==> config.mk <==
export PLATFORM = sky130hd
export DESIGN_NAME = regfile_op_sequencer
export DESIGN_NICKNAME = d
export VERILOG_FILES = /design/src/rtl/regseq_pkg.sv /design/src/rtl/regseq_alu.sv /design/src/rtl/regfile_op_sequencer.sv
export SDC_FILE = /design/constraint.sdc
export NUM_CORES = 1
export LEC_CHECK = 0
export ABC_AREA = 1
export CAP_MARGIN = 40
export CORE_ASPECT_RATIO = 1.1
export CORE_MARGIN = 2
export CORE_UTILIZATION = 40
export CTS_BUF_LIST = sky130_fd_sc_hd__clkbuf_4
export CTS_CLUSTER_DIAMETER = 40
export DETAILED_ROUTE_END_ITERATION = 8
export PLACE_DENSITY = 0.77
export SETUP_SLACK_MARGIN = 0.3
export SYNTH_ARGS = -nofsm -noshare
export SYNTH_HDL_FRONTEND = slang
export SYNTH_SLANG_ARGS = --single-unit
==> constraint.sdc <==
create_clock -name Clk -period 2.95 [get_ports Clk]
set_input_delay 0.59 -clock Clk [delete_from_list [all_inputs] [get_ports Clk]]
set_output_delay 0.59 -clock Clk [all_outputs]
set_load 0.03 [all_outputs]
==> src/rtl/regseq_pkg.sv <==
// regseq_pkg: shared definitions for the register-file op sequencer.
//   - DATA_W_DEF / ADDR_W_DEF / OP_W_DEF : default widths
//   - OP_NOP..OP_LDI                     : opcode encoding
//   - S_IDLE..S_WB                       : 2-bit FSM state encoding
package regseq_pkg;

    localparam int unsigned DATA_W_DEF = 8;
    localparam int unsigned ADDR_W_DEF = 3;
    localparam int unsigned OP_W_DEF   = 3;

    localparam logic [2:0] OP_NOP = 3'd0;
    localparam logic [2:0] OP_ADD = 3'd1;
    localparam logic [2:0] OP_SUB = 3'd2;
    localparam logic [2:0] OP_AND = 3'd3;
    localparam logic [2:0] OP_OR  = 3'd4;
    localparam logic [2:0] OP_XOR = 3'd5;
    localparam logic [2:0] OP_SLT = 3'd6;
    localparam logic [2:0] OP_LDI = 3'd7;

    localparam logic [1:0] S_IDLE = 2'd0;
    localparam logic [1:0] S_READ = 2'd1;
    localparam logic [1:0] S_EXEC = 2'd2;
    localparam logic [1:0] S_WB   = 2'd3;

endpackage

==> src/rtl/regseq_alu.sv <==
// regseq_alu: purely combinational ALU for the op sequencer.
// Ports:
//   op_i     : opcode (see regseq_pkg)
//   x_i, y_i : operands
//   imm_i    : immediate, used by LDI only
//   result_o : computed result
// Build option REGSEQ_SAT_EN: when defined, ADD/SUB saturate unsigned
// (ADD clamps to all-ones on carry-out, SUB clamps to zero on borrow);
// otherwise they wrap modulo 2^DATA_W.
module regseq_alu
    import regseq_pkg::*;
#(
    parameter int unsigned DATA_W = DATA_W_DEF
) (
    input  logic [2:0]        op_i,
    input  logic [DATA_W-1:0] x_i,
    input  logic [DATA_W-1:0] y_i,
    input  logic [DATA_W-1:0] imm_i,
    output logic [DATA_W-1:0] result_o
);

    // Extra top bit carries the ADD carry-out / SUB borrow.
    logic [DATA_W:0] sum;
    logic [DATA_W:0] diff;

    assign sum  = {1'b0, x_i} + {1'b0, y_i};
    assign diff = {1'b0, x_i} - {1'b0, y_i};

    always_comb begin
        result_o = '0;
        case (op_i)
            OP_NOP: result_o = '0;
`ifdef REGSEQ_SAT_EN
            OP_ADD: result_o = sum[DATA_W]  ? '1 : sum[DATA_W-1:0];
            OP_SUB: result_o = diff[DATA_W] ? '0 : diff[DATA_W-1:0];
`else
            OP_ADD: result_o = sum[DATA_W-1:0];
            OP_SUB: result_o = diff[DATA_W-1:0];
`endif
            OP_AND: result_o = x_i & y_i;
            OP_OR:  result_o = x_i | y_i;
            OP_XOR: result_o = x_i ^ y_i;
            OP_SLT: result_o = {{(DATA_W-1){1'b0}}, diff[DATA_W]};
            OP_LDI: result_o = imm_i;
            default: result_o = '0;
        endcase
    end

endmodule

==> src/rtl/regfile_op_sequencer.sv <==
// regfile_op_sequencer: multi-cycle micro-sequencer driving an 8x8
// two-read/one-write register file. One instruction at a time:
// IDLE -> READ -> EXEC -> WB -> IDLE, one cycle each.
// Ports:
//   Clk, Rst             : clock, asynchronous active-high reset
//   in_valid/in_ready    : instruction handshake (ready only in IDLE)
//   in_op/rd/rs/rt/imm   : instruction fields
//   WEN/RW/busW          : register file write port (driven in WB)
//   RX/RY, busX/busY     : register file read ports
//   done                 : one-cycle retire pulse
//   result               : last computed result, held until next retire
// Build option REGSEQ_SAT_EN (in regseq_alu): saturating ADD/SUB.
// All outputs decode from registers only.
module regfile_op_sequencer
    import regseq_pkg::*;
#(
    parameter int unsigned DATA_W = DATA_W_DEF,
    parameter int unsigned ADDR_W = ADDR_W_DEF,
    parameter int unsigned OP_W   = OP_W_DEF
) (
    input  logic              Clk,
    input  logic              Rst,
    input  logic              in_valid,
    output logic              in_ready,
    input  logic [OP_W-1:0]   in_op,
    input  logic [ADDR_W-1:0] in_rd,
    input  logic [ADDR_W-1:0] in_rs,
    input  logic [ADDR_W-1:0] in_rt,
    input  logic [DATA_W-1:0] in_imm,
    output logic              WEN,
    output logic [ADDR_W-1:0] RW,
    output logic [DATA_W-1:0] busW,
    output logic [ADDR_W-1:0] RX,
    output logic [ADDR_W-1:0] RY,
    input  logic [DATA_W-1:0] busX,
    input  logic [DATA_W-1:0] busY,
    output logic              done,
    output logic [DATA_W-1:0] result
);

    logic [1:0]        state_q, state_d;
    logic [OP_W-1:0]   op_q;
    logic [ADDR_W-1:0] rd_q, rs_q, rt_q;
    logic [DATA_W-1:0] imm_q, x_q, y_q, result_q;
    logic [DATA_W-1:0] alu_result;
    logic              accept;

    assign accept = in_valid && (state_q == S_IDLE);

    always_comb begin
        state_d = state_q;
        case (state_q)
            S_IDLE:  if (accept) state_d = S_READ;
            S_READ:  state_d = S_EXEC;
            S_EXEC:  state_d = S_WB;
            S_WB:    state_d = S_IDLE;
            default: state_d = S_IDLE;
        endcase
    end

    regseq_alu #(
        .DATA_W (DATA_W)
    ) u_alu (
        .op_i     (op_q[2:0]),
        .x_i      (x_q),
        .y_i      (y_q),
        .imm_i    (imm_q),
        .result_o (alu_result)
    );

    always_ff @(posedge Clk or posedge Rst) begin
        if (Rst) begin
            state_q  <= S_IDLE;
            op_q     <= '0;
            rd_q     <= '0;
            rs_q     <= '0;
            rt_q     <= '0;
            imm_q    <= '0;
            x_q      <= '0;
            y_q      <= '0;
            result_q <= '0;
        end else begin
            state_q <= state_d;
            if (accept) begin
                op_q  <= in_op;
                rd_q  <= in_rd;
                rs_q  <= in_rs;
                rt_q  <= in_rt;
                imm_q <= in_imm;
            end
            if (state_q == S_READ) begin
                x_q <= busX;
                y_q <= busY;
            end
            if (state_q == S_EXEC) begin
                result_q <= alu_result;
            end
        end
    end

    assign in_ready = (state_q == S_IDLE);
    assign done     = (state_q == S_WB);
    // r0 is never written; NOP retires without touching the file.
    assign WEN      = (state_q == S_WB) && (op_q[2:0] != OP_NOP) && (rd_q != '0);
    assign RW       = rd_q;
    assign busW     = result_q;
    assign RX       = rs_q;
    assign RY       = rt_q;
    assign result   = result_q;

endmodule

==> metrics.md <==
| Metric | Value |
|---|---|
| Total power | 4.45 mW |
| # DRC | 0 |
| Yosys Warn Count | 0 |
| CP max stage cell | clkdlybuf4s50_1 |
| Seq pwr share | 0.259 |
| CTS Hold Buffers Added | 0 |
| Initial antenna violation count | 0 |
| Full die area | 8150 um2 |
| RSZ-0062 raised after global routing | false |
| Non-filler instance count after layout | 516 |
| Max IR drop VDD | 0.406 mV |
| Crit path arrival time | 1900 ps |
| Pre-CTS setup slack | 796 ps |
| Clock transition at the registers of the reported paths | 140 ps |
| Tightest Hold Check Type | in -> async |
| Cts repair resizes | 0 |
| Core area | 7130 um2 |
| Status | complete, no violations |
| Final design utilization | 0.527 |
| Routed wire length | 7140 um |
| Synth Register Bits | 46 |
| Final setup viols | 0 |
| Initial Utilization | 0.418 |
| CTS root buffer | clkbuf_4 |
| Switching share of total power | 0.510 |
| Post-synthesis compound-gate area fraction | 0.106 |
| Synth unique cells | 33 |
| Cells after Synth | 371 |
| Combinational share of power | 0.671 |
| H-Tree Depth | 2 |
| Post-synthesis net count | 442 |
| GRT Resource Usage Total | 0.182 |
| Num CTS Buffers | 5 |
| Layout Nets | 501 |
| CTS tree | done |
| Crit path cell chain | ha_1 > o31ai_1 > a31oi_1 > clkdlybuf4s50_1 |
| Max Cap Violations | 0 |
| N_diodes | 0 |
| Clk_skew | 4.06 ps |
| Mapped cell area | 2980 um2 |
| Via count | 2575 |
| TNS Setup | 0 ps |
| First-pass GRT wire length | 11800 um |
| Post-CTS Setup Inserts | 0 |
| Design area | 3750 um2 |
| CP Launch Type | flip-flop |
| WS Path Type | reg -> out |
| Most frequent cells in the layout | 89 x nand2_1, 66 x clkdlybuf4s50_1, 49 x inv_1, 46 x dfrtp_1, 32 x nand3_1 |
| Final worst slack | 464 ps |
| Max FO, Critical Path | 3 |
| F_max | 402 MHz |
| Fraction of the mapped netlist area in simple logic gates | 0.214 |
| Slew Viols, Final | 0 |
| Core Rows | 32 |
| Final Critical Period | 2490 ps |
| Clock Latency Late Sink | 370 ps |
| Placed Area | 3670 um2 |
| Crit. path cell count | 4 |
| Measured slew at the worst slew-check pin | 760 ps |
| Number of top-level pins | 67 |
| Max incr delay on CP | 710 ps |
| Syn Area/Cell | 8.02 um2 |
| Switching Power | 2.27 mW |
| Largest net degree at the start of global routing | 32 |
| Path depth of the worst reg2reg path | 11 |
| Routability Congestion | 0.949 |
| Final worst path period share | 0.843 |
| Seq/Total Area, Yosys | 0.387 |
| Worst EP required | 2360 ps |
| Largest family of logic cells by synthesized area | simple AND/OR/NAND/NOR gates |
| Routed WL per cell | 13.8 um |
| Clock sink total | 46 |
| Layout area overhead | 26.1% |
| Crit end category | primary output |
| DR pass1 iterations | 4 |
| DIE HEIGHT | 94.5 um |
| Slew headroom | 0.492 |
| Placed insts | 507 |
| 1st-iter DRT viols | 188 |
| Total grt overflow | 0 |
| Vias per cell | 4.99 |
| Xor and xnor area share after synthesis | 0.00294 |
| Synth Area in Adders | 0.140 |
| Final Hold Violating Endpoints | 0 |
| Internal power | 2.18 mW |
| Layout cells sized above 1 | 0.0650 |
| Mux contribution to synthesized area | 0.0416 |
| I/O Buffers | 66 |
| Pwr dens | 1180 nW/um2 |
| Bufs and invs on worst path | 1 |
| Post-DP HPWL | 5650 um |
| Vias in the first global route | 2420 |
| Clock tree buffer depth | 2 |
| Die width | 86.3 um |
| Clock power frac | 0.071 |
| Leak | 1.83 nW |
| Hold WS | 374 ps |
| DRT antenna net count | 0 |
| Commonest non-fill, non-tap cell in the layout | nand2_1 |
| Crit path max-delay family | buffers and inverters |
-- layer usage --
layer / global-route usage / wire length, um
met5: 0 / 0
met4: 0.0443 / 113
met3: 0.0315 / 289
met2: 0.308 / 3610
met1: 0.244 / 3130
-- Yosys cell counts, drive strengths merged --
library cell / count / area share
a211oi: 1 / 0.0025
a21oi: 22 / 0.038
a22oi: 1 / 0.0025
a31oi: 1 / 0.0021
and2: 2 / 0.0050
buf: 13 / 0.034
clkbuf: 5 / 0.0063
clkinv: 2 / 0.0025
dfrtp: 46 / 0.39
fa: 2 / 0.013
ha: 30 / 0.13
inv: 52 / 0.066
mux2: 11 / 0.042
nand2: 89 / 0.11
nand3: 32 / 0.054
nand4: 3 / 0.0063
nor2: 24 / 0.033
nor4: 1 / 0.0021
o211ai: 1 / 0.0025
o21ai: 22 / 0.037
o221ai: 2 / 0.0059
o22ai: 6 / 0.013
o31ai: 1 / 0.0025
or2: 1 / 0.0021
xnor2: 1 / 0.0029
-- state kept, by name, summed over array words and instances, names as in the netlist --
name	cells
imm_q	8
RY	3
op_q	3
RW	3
busW	8
y_q	8
x_q	8
state_q	2
RX	3
-- cell type report --
type / instances / area (um2)
timing repair buffer: 70 / 731
fill: 673 / 3370
tap: 85 / 106
clock inverter: 3 / 21.3
sequential: 46 / 1150
multi-input combinational: 253 / 1500
inverter: 54 / 205
clock buffer: 5 / 37.5
-- power groups by stage --
stage                     clock network [mW]  logic [mW]  registers [mW]
after global placement                     0        2.89            1.15
after floorplan                            0        1.96            1.35
final                                  0.315        2.98            1.15
after CTS                              0.327        2.97            1.15
after detailed placement                   0        2.95            1.17
after global routing                   0.356        3.31            1.20
-- final timing paths --
| path | startpoint | endpoint | slack [ps] |
|---|---|---|---|
| worst max-delay path | state_q[1] | WEN | 460 |
| worst min-delay path | Rst | RX[0] | 370 |
| worst max register to register | x_q[0] | busW[0] | 940 |
| worst min register to register | RX[2] | RX[2] | 520 |
| max in group asynchronous | Rst | imm_q[0] | 2070 |
| min in group Clk | RX[2] | RX[2] | 520 |
-- logic make-up (layout without fill, tap and decap cells) --
group                    count (synthesis)  after routing
AND/OR/NAND/NOR                        152            152
buffers and inverters                   72            132
AO/OA/AOI/OAI                           57             57
flip-flops                              46             46
adder cells (fa/ha/maj)                 32             32
multiplexers                            11             11
XOR/XNOR                                 1              1
Note: power is estimated with default switching activity, not from simulation.
